<file path="src/rtl/cpu_mode_ctrl_pkg.sv">
// Shared front-panel / control-unit definitions: mode encodings and memory
// bus width defaults.
package cpu_pkg;

  typedef enum logic [1:0] {
    ST_IDLE  = 2'b00,
    ST_IN    = 2'b01,
    ST_CHECK = 2'b10,
    ST_RUN   = 2'b11
  } cpu_state_e;

  localparam int AW_DEF = 8;
  localparam int DW_DEF = 8;

endpackage

</file>
<file path="src/rtl/cpu_mode_ctrl_sync_edge.sv">
// Two-flop synchronizer for asynchronous board inputs, with an optional
// rising-edge pulse taken from a third flop (valid for exactly one cycle).
module sync_edge #(
  parameter int W       = 1,
  parameter bit EDGE_EN = 1'b1
) (
  input  logic         clk,
  input  logic         rst,
  input  logic [W-1:0] din,
  output logic [W-1:0] dout,
  output logic [W-1:0] rise
);

  logic [W-1:0] s1_q, s1_d;
  logic [W-1:0] s2_q, s2_d;

  always_comb begin
    s1_d = din;
    s2_d = s1_q;
  end

  always_ff @(posedge clk or posedge rst) begin
    if (rst) begin
      s1_q <= '0;
      s2_q <= '0;
    end else begin
      s1_q <= s1_d;
      s2_q <= s2_d;
    end
  end

  assign dout = s2_q;

  generate
    if (EDGE_EN) begin : g_edge
      logic [W-1:0] s3_q, s3_d;

      always_comb s3_d = s2_q;

      always_ff @(posedge clk or posedge rst) begin
        if (rst) s3_q <= '0;
        else     s3_q <= s3_d;
      end

      assign rise = s2_q & ~s3_q;
    end else begin : g_no_edge
      assign rise = '0;
    end
  endgenerate

endmodule

</file>
<file path="src/rtl/cpu_mode_ctrl.sv">
// Front-panel mode controller: follows the synchronized mode switches and
// either loads switch bytes into memory (IN) or steps a display address (CHECK).
module cpu_mode_ctrl
  import cpu_pkg::*;
#(
  parameter int AW = AW_DEF,
  parameter int DW = DW_DEF
) (
  input  logic          clk,
  input  logic          rst,
  input  logic [1:0]    mode_sel,
  input  logic          step,
  input  logic [DW-1:0] sw_data,
  output logic [1:0]    cpustate,
  output logic [AW-1:0] ld_addr,
  output logic [DW-1:0] ld_data,
  output logic          ld_we,
  output logic          ld_sel,
  output logic          wrapped
);

  logic [1:0] mode_sync;
  logic       step_edge;

  sync_edge #(.W(2), .EDGE_EN(1'b0)) u_mode_sync (
    .clk  (clk),
    .rst  (rst),
    .din  (mode_sel),
    .dout (mode_sync),
    .rise ()
  );

  sync_edge #(.W(1), .EDGE_EN(1'b1)) u_step_sync (
    .clk  (clk),
    .rst  (rst),
    .din  (step),
    .dout (),
    .rise (step_edge)
  );

  cpu_state_e    state_q, state_d;
  logic [AW-1:0] ld_addr_q, ld_addr_d;
  logic [DW-1:0] ld_data_q, ld_data_d;
  logic          ld_we_q, ld_we_d;
  logic          wrapped_q, wrapped_d;
  logic          mode_chg;

  assign mode_chg = (mode_sync != state_q);

  always_comb begin
    state_d   = state_q;
    ld_addr_d = ld_addr_q;
    ld_data_d = ld_data_q;
    ld_we_d   = 1'b0;
    wrapped_d = wrapped_q;

    // A pending strobe always finishes with its address bump, even when the
    // mode is changing; the entry action below may then override the address.
    if (ld_we_q) begin
      ld_addr_d = ld_addr_q + 1'b1;
      if (ld_addr_q == {AW{1'b1}}) wrapped_d = 1'b1;
    end

    if (mode_chg) begin
      state_d = cpu_state_e'(mode_sync);
      if (state_d == ST_IN || state_d == ST_CHECK) ld_addr_d = '0;
      if (state_d == ST_IN) wrapped_d = 1'b0;
    end else if (step_edge) begin
      case (state_q)
        ST_IN: begin
          if (!ld_we_q) begin
            ld_we_d   = 1'b1;
            ld_data_d = sw_data;
          end
        end
        ST_CHECK: ld_addr_d = ld_addr_q + 1'b1;
        default: ;
      endcase
    end
  end

  always_ff @(posedge clk or posedge rst) begin
    if (rst) begin
      state_q   <= ST_IDLE;
      ld_addr_q <= '0;
      ld_data_q <= '0;
      ld_we_q   <= 1'b0;
      wrapped_q <= 1'b0;
    end else begin
      state_q   <= state_d;
      ld_addr_q <= ld_addr_d;
      ld_data_q <= ld_data_d;
      ld_we_q   <= ld_we_d;
      wrapped_q <= wrapped_d;
    end
  end

  assign cpustate = state_q;
  assign ld_addr  = ld_addr_q;
  assign ld_data  = ld_data_q;
  assign ld_we    = ld_we_q;
  assign wrapped  = wrapped_q;
  assign ld_sel   = (state_q == ST_IN) || (state_q == ST_CHECK);

endmodule

</file>
<file path="config.mk">
export PLATFORM = sky130hd
export DESIGN_NAME = cpu_mode_ctrl
export DESIGN_NICKNAME = d
export VERILOG_FILES = /design/src/rtl/cpu_mode_ctrl_pkg.sv /design/src/rtl/cpu_mode_ctrl_sync_edge.sv /design/src/rtl/cpu_mode_ctrl.sv
export SDC_FILE = /design/constraint.sdc
export NUM_CORES = 1
export LEC_CHECK = 0
export BUFFER_PORTS_ARGS = -buffer_cell sky130_fd_sc_hd__buf_2
export CORE_ASPECT_RATIO = 0.9
export CORE_MARGIN = 1
export CORE_UTILIZATION = 49
export CTS_CLUSTER_SIZE = 10
export DETAILED_ROUTE_END_ITERATION = 7
export GPL_TIMING_DRIVEN = 0
export HOLD_SLACK_MARGIN = 0.03
export PLACE_DENSITY = 0.77
export SLEW_MARGIN = 5
export SYNTH_ARGS = -nofsm -noshare
export SYNTH_HDL_FRONTEND = slang
export SYNTH_SLANG_ARGS = --single-unit
export TNS_END_PERCENT = 20
</file>
<file path="constraint.sdc">
create_clock -name clk -period 1.9 [get_ports clk]
set_clock_uncertainty 0.15 [all_clocks]
set_input_delay 0.38 -clock clk [delete_from_list [all_inputs] [get_ports clk]]
set_output_delay 0.38 -clock clk [all_outputs]
set_load 0.02 [all_outputs]
</file>
# Yosys cells after proc, flatten, opt, wreduce, memory -nomap -nowiden
# Cells that the tools add are included.
classes:
  add_sub_neg: 1
  n_eq_ne: 6
  n_mux: 13
  n_bitwise: 4
  reduce_logical: 3
ops:
  columns: ["op", "count"]
  rows:
  - ["2-to-1 mux 8 bit", 5]
  - ["adder 8 x 1 -> 8 bit (second input constant)", 1]
  - ["== test 8 bit (second input constant)", 1]
  - ["2-to-1 mux 1 bit", 8]
  - ["== test 2 x 1 -> 1 bit (second input constant)", 2]
  - ["== test 2 bit (second input constant)", 2]
  - ["AND reduction 4 bit", 1]
  - ["inverter 1 bit", 3]
  - ["logical OR 1 bit", 2]
  - ["!= test 2 bit", 1]
  - ["bitwise AND 1 bit", 1]
totals:
  regBits: 27
  input_bits: 13
  out_inout_bits: 21
  wordCells: 37

# Longest topological paths before layout
# Gate-level depths: netlist (run 1).
logic_depth:
  ltp_word: 5
  depth_mapped: 7
  depth_no_buf: 6

# Hierarchy
# From an unflattened synthesis (run 1), not the netlist that was laid out.
hier_totals:
  cells_unflattened: 94
  area_unflattened_um2: 1148.6
by_module_without_submodules:
  columns: ["mod", "n_inst", "cells_per_inst", "area_each_um2", "seq_area_each_um2"]
  rows:
  - ["cpu_mode_ctrl", 1, 81, 933.4, 500.5]
  - ["sync_edge (u_mode_sync)", 1, 8, 122.6, 100.1]
  - ["sync_edge (u_step_sync)", 1, 5, 92.6, 75.1]

# Worst setup path after synthesis (run 1)
# No wires, ideal clock.
synth_path:
  path_kind: "reg-to-reg"
  from: "reg state_q[0] (netlist: cpustate[0])"
  to: "reg ld_addr_q[1] (netlist: ld_addr[1])"
  setup_ps: 139
  arrival_time_ps: 1622
  required_ps: 1611
  slack_ps: -10
  path_stages_with_launch: 8
  n_path_buf: 1
  synth_period_minus_slack_ps: 1910
  cell_sequence: "dfrtp_1 > inv_1 > ha_1 > and3b_1 > a31oi_1 > buf_2 > mux2i_1 > nor2_1"
synth_between:
  elab_chain_len: 4
  word_cells_on_any_way: 5
  cone_classes: "eq/ne (2); mux (3)"
synth_rtl:
  columns: ["element", "line", "text"]
  rows:
  - ["start, declared", "cpu_mode_ctrl.sv:41", "cpu_state_e state_q, state_d;"]
  - ["start signal, assigned", "cpu_mode_ctrl.sv:90", "state_q <= state_d;"]
  - ["== test 2 bit", "cpu_mode_ctrl.sv:69", "case (state_q)"]
  - ["2-to-1 mux 8 bit", "cpu_mode_ctrl.sv:69", null]
  - ["2-to-1 mux 8 bit", "cpu_mode_ctrl.sv:68", "end else if (step_edge) begin"]
  - ["2-to-1 mux 8 bit (*)", "cpu_mode_ctrl.sv:64", "if (mode_chg) begin"]
  - ["named net ld_addr_d[1]", "cpu_mode_ctrl.sv:42", "logic [AW-1:0] ld_addr_q, ld_addr_d;"]
  - ["end signal, assigned", "cpu_mode_ctrl.sv:91", "ld_addr_q <= ld_addr_d;"]
  - ["end, declared", "cpu_mode_ctrl.sv:42", null]
# The timed path passes the listed nets; every way through them passes the cells marked *.
# A chain may end at the register's enable or synchronous reset.

# Worst setup path after layout (run 1)
layout_path:
  from: "reg state_q[0] (netlist: cpustate[0])"
  to: "reg ld_addr_q[6] (netlist: ld_addr[6])"
# Same word-level chain as after synthesis.

==> flow_summary.toml, run 1 <==
[global_routing]
grt_first_pass_wirelength_um = 3230
gr-total-overflow = 0
track_usage = 0.185
antenna_found_initial = 0
grt_max_degree = 28
grt_pass1_vias = 741

[finish]
design_area_sq_um = 1480
multi_input_area_sq_um = 480
final_common_cell = "buf_2"
drive_gt1_frac = 0.477
fin_util = 0.728
diodes = 0
finalNetCount = 150
register_area_sq_um = 678
most-common-layout-cells = "buf_2, dfrtp_1, mux2_2"
final_cells = 157
fill_cells = 138
area_delta_synth_final_pct = 33.4

[min_path]
hp-class = "input port to async pin"

[synthesis]
synth_top_area_frac = 0.611
synth_area_leader_cell = "dfrtp_1"
synth_mux_area_frac = 0.0905
syn_nets = 106
synth_simple_gate_area_frac = 0.106
syn_avg_cell_area_sq_um = 12.4
synth_top_family_by_area = "simple AND/OR/NAND/NOR gates"
synthCells = 89
ys_ff_latch = 27
synth_compound_area_frac = 0.0747
yosys_warnings = 0
synth.area.top_cells = "dfrtp_1, mux2_2, ha_1, a21oi_1, nand3_1"
syn_area_sq_um = 1110
synth_fa_ha_area_frac = 0.0452
synth-xor-area-share = 0.0373
ys_types = 22
synth-seq-area-share = 0.611

[clock_network]
cts-root-buf = "clkbuf_4"
clock_latency_ns = 0.32
cts.path.max_buffers = 2
numCtsBuffers = 3
cts_tree = "done"
clock_sinks = 27
ctsHtreeMaxLevel = 1
cts.clk_slew.worst_paths_ns = 0.14

[detailed_routing]
routedWlPerCell_um = 13.4
via_count = 855
post-route-drc-count = 0
vias_per_cell = 5.45
antenna_left = 0
drt-initial-drc-count = 11
wl_um = 2110
firstDrtPassIters = 4

[placed_design]
place_inst = 147
place_congestion = 0.708
dp_slack_ns = -0.0651
dp_hpwl_um = 1430
port_buffers = 33
place_area_sq_um = 1300

[floorplanning]
die-width_um = 52.1
ios = 34
start_util = 0.546
dieHeight_um = 47.1
num_rows = 15
die_area_sq_um = 2450
core_area_sq_um = 2030

[worst_setup_path]
rr_worst_depth = 7
crit_path_max_fanout = 6
crit_type = "flip-flop to flip-flop"
required_ns = 2.01
start_kind = "flip-flop"
cp.arrival_ns = 1.98
end_kind = "flip-flop"

[sta]
rsz0062_at_grt = "true"
setup_slack_ns = 0.0277
setup_viol = 0
drv_slew = 0
whs_ns = 0.112
max_freq_mhz = 534
relSlewSlack = 0.348
worstMarginPinSlew_ns = 0.978
hold_viol_final = 0
fin_crit_ns = 1.87
fin_crit_sh = 0.985

[pwr]
clock_power_share = 0.212
power.density_nw_per_um2 = 781
internal-power_uw = 815
switchingPower_uw = 338
p_sw_frac = 0.293
p_comb_frac = 0.209
peakVddDrop_uv = 756
leakagePower_uw = 0.000713
p_seq_frac = 0.579

[run_status]
status = "completed"

[job]
maxCapViolations = 0
[Yosys cell counts (all sizes together)]
library cell / instances
nor2: 3
xor2: 1
or3: 5
nor4bb: 1
a31oi: 1
mux2i: 1
and3: 1
nand2: 2
nand3: 7
buf: 1
a21oi: 7
dfrtp: 27
xnor2: 2
ha: 4
o31ai: 1
and3b: 1
or4: 1
inv: 7
clkbuf: 2
o21ai: 5
mux2: 8
a2bb2oi: 1
[stage by stage]
stage,total power [uW],TNS (ns)
after floorplan,811,0
after global placement,884,-0.0379
after detailed placement,894,-0.106
after CTS,1150,0
after global routing,1210,-0.139
final,1150,0
[layout make-up]
class                           count  share of cell area
Inverter                            7              0.0178
Multi-Input combinational cell     53               0.326
Tap cell                           25              0.0212
Clock buffer                        3              0.0153
Sequential cell                    27               0.460
Clock inverter                      1             0.00509
Buffer                              3              0.0127
Timing Repair Buffer               38               0.142
[registers in the layout (all words and copies together) (netlist names)]
register	count
ld_addr	8
ld_data	8
cpustate	2
u_mode_sync.dout	2
u_mode_sync.s1_q	2
ld_we	1
u_step_sync.dout	1
u_step_sync.g_edge.s3_q	1
u_step_sync.s1_q	1
wrapped	1
[metal layers]
| layer | GRT usage | wire (um) | part of all wire |
|---|---|---|---|
| met5 | 0 | 0 | 0 |
| met4 | 0.0486 | 17 | 0.0081 |
| met2 | 0.336 | 1040 | 0.50 |
| met1 | 0.214 | 946 | 0.45 |
| met3 | 0.0583 | 100 | 0.047 |
[power groups by stage]
stage	Sequential (uW)	Combinational, uW	Clock [uW]
floorplan	734	77.5	0
CTS	664	227	255
global route	676	259	280
detailed placement	675	219	0
global placement	670	215	0
finish	667	241	245
[final timing paths]
check,startpoint,end,slack [ns]
worst max register to register,cpustate[0],ld_addr[6],0.03
worst min-delay path,rst,ld_data[2],0.11
worst max-delay path,cpustate[0],ld_addr[6],0.03
min in group clk,sw_data[3],ld_data[3],0.13
worst min register to register,u_mode_sync.s1_q[0],u_mode_sync.dout[0],0.22
max in group asynchronous,rst,cpustate[0],0.84
[worst max-delay path, cell delays in order, from the launching register on]
cell and delay, ns:
dfrtp_2 0.49, inv_2 0.06, ha_1 0.14, and3b_2 0.20, a31oi_4 0.12, buf_6 0.16, or3_4 0.36, a21oi_2 0.12
[repair_timing]
| item | CTS | global route |
|---|---|---|
| hold buffers | 3 | 0 |
| endpoints found under the hold margin | 3 | 0 |
| setup buffers | 0 | 1 |
| setup endpoints to repair | 16 | 16 |
| pin swaps | 0 | 5 |
| cloned | 0 | 2 |
| resized for setup | 3 | 16 |
[cells by family (layout without fill, tap and decap cells)]
kind of cell / Yosys count / in the layout
DFF: 27 / 27
and+or+nand+nor: 21 / 22
AOI/OAI and AO/OA: 15 / 15
buffers and inverters: 10 / 52
muxes: 9 / 9
adders and majority gates: 4 / 4
xor gates and xnor gates: 3 / 3
(Power assumes the default switching activity.)
==> run 2, diff against run 1 <==
--- a/config.mk
+++ b/config.mk
@@ -5,14 +5,14 @@
 export SDC_FILE = /design/constraint.sdc
 export NUM_CORES = 1
 export LEC_CHECK = 0
-export BUFFER_PORTS_ARGS = -buffer_cell sky130_fd_sc_hd__buf_2
+export BUFFER_PORTS_ARGS = -buffer_cell sky130_fd_sc_hd__buf_4
 export CORE_ASPECT_RATIO = 0.9
 export CORE_MARGIN = 1
 export CORE_UTILIZATION = 49
 export CTS_CLUSTER_SIZE = 10
 export DETAILED_ROUTE_END_ITERATION = 7
 export GPL_TIMING_DRIVEN = 0
-export HOLD_SLACK_MARGIN = 0.03
+export HOLD_SLACK_MARGIN = 0.12
 export PLACE_DENSITY = 0.77
 export SLEW_MARGIN = 5
 export SYNTH_ARGS = -nofsm -noshare
==> run 2 against run 1 <==
  * Sequential share of layout area down 2.4 points
  * Via count shrank 0.23%
  * Clock-buffer cell count stayed put
  * Register-to-register slack better by 0.02 ns
  * Cell area is 5.3% higher
  * Total power rose by 3.0%
  * Hold slack better by 0.021 ns
  * Wire length rose by 7.9%
  * Cell count up 2.5%
  * First-iteration DRC count down 27%
  * Non-clock buffer count increased by 5
  * Critical path type unchanged
==> flow_summary.toml, run 2 (same netlist as run 1, synthesis figures left out) <==
[placed_design]
port_buffers = 33
dp_hpwl_um = 1500
place_congestion = 0.710
dp_slack_ns = -0.101
place_area_sq_um = 1390

[clock_network]
cts.clk_slew.worst_paths_ns = 0.14
numCtsBuffers = 3
ctsHtreeMaxLevel = 1
clock_latency_ns = 0.32
cts-root-buf = "clkbuf_4"
cts_tree = "done"
clock_sinks = 27
cts.path.max_buffers = 2

[job]
maxCapViolations = 0

[detailed_routing]
drt-initial-drc-count = 8
antenna_left = 0
dr.max_layer_used = "met4"
vias_per_cell = 5.30
via_count = 853
firstDrtPassIters = 4
routedWlPerCell_um = 14.1
wl_met1_um = 921
wl_met2_um = 1220
post-route-drc-count = 0
wl_um = 2270
met3RoutedLength_um = 113

[finish]
finalNetCount = 154
drive_gt1_frac = 0.426
fin_util = 0.767
area_delta_synth_final_pct = 40.5
most-common-layout-cells = "buf_4, dfrtp_1, mux2_2, dlygate4sd3_1"
fill_cells = 134
multi_input_area_sq_um = 430
final_common_cell = "buf_4"
design_area_sq_um = 1550
register_area_sq_um = 677
diodes = 0

[pwr]
total_power_uw = 1190
power.density_nw_per_um2 = 764
peakVddDrop_uv = 749
leakagePower_uw = 0.000752

[worst_setup_path]
crit_path_max_fanout = 6
ff2ff_setup_slack_ns = 0.05
crit_buf_inv = 1
end_kind = "flip-flop"
cpMaxStageDelayCell = "dfrtp_1"
start_kind = "flip-flop"
crit_chain = "ha_1 > and3b_1 > a31oi_4 > buf_4 > mux2i_1 > nor2_1"
required_ns = 1.94
crit_type = "flip-flop to flip-flop"
cpPeakStageDelay_ns = 0.46
cp.arrival_ns = 1.89
cp_top_family = "flip-flops"

[sta]
fin_crit_sh = 0.976
rsz0062_at_grt = "true"
worstMarginPinSlew_ns = 1.01
max_freq_mhz = 539
fin_crit_ns = 1.85
relSlewSlack = 0.326
hold_viol_final = 0
setup_viol = 0
whs_ns = 0.133
drv_slew = 0
setup_slack_ns = 0.0460

[floorplanning]
num_rows = 15
die-width_um = 52.1
die_area_sq_um = 2450
ios = 34
core_area_sq_um = 2030
dieHeight_um = 47.1
start_util = 0.546

[global_routing]
track_usage = 0.192
grt_pass1_vias = 806
gr-total-overflow = 0
grt_max_degree = 28
grt_first_pass_wirelength_um = 3310
antenna_found_initial = 0

[min_path]
hp-class = "input port to async pin"

[run_status]
status = "completed"
-- run 2: repair_timing --
| item | in CTS | in global routing |
|---|---|---|
| setup endpoints to repair | 16 | 14 |
| resized for setup | 4 | 7 |
| setup buffers | 0 | 1 |
| cloned | 0 | 1 |
| endpoints found under the hold margin | 7 | 1 |
| hold buffers | 7 | 1 |
| pin swaps | 0 | 4 |
-- run 2: area by class of cell --
type                    count  area share
clock inverters             1     0.00322
inverters                   7      0.0169
plain buffers               3      0.0121
well taps                  25      0.0201
multi-input cells          52       0.277
repair buffers             43       0.221
flip-flops and latches     27       0.436
clock buffers               3      0.0145
-- run 2: final timing paths --
kind / start / endpoint / depth (start not counted)
max: cpustate[1] / ld_addr[1] / 6
min: rst / ld_data[3] / 2
max reg2reg: cpustate[1] / ld_addr[1] / 6
min reg2reg: u_step_sync.s1_q / u_step_sync.dout / 0
max in group asynchronous: rst / cpustate[0] / 2
min in group clk: sw_data[4] / ld_data[4] / 2
-- run 2: through the flow --
step / instances / TNS (ns)
2_1_floorplan: 89 / 0
3_3_place_gp: 147 / -0.0970
3_5_place_dp: 147 / -0.375
4_1_cts: 158 / 0
5_1_grt: 161 / -0.0555
6_report: 161 / 0
-- run 2: layer usage --
layer | GRT usage | vias up
met2 | 0.344 | 28
met3 | 0.0680 | 4
li1 | - | 409
met4 | 0.0649 | 0
met1 | 0.217 | 412
met5 | 0 | -
-- run 2: report_power, final --
part / internal, uW / switching [uW] / leakage (uW) / total [uW]
Combinational: 138 / 139 / 0.000397 / 277
Sequential: 631 / 38.2 / 0.000337 / 669
Clock: 78.9 / 162 / 0.0000177 / 241
Total: 848 / 339 / 0.000752 / 1190
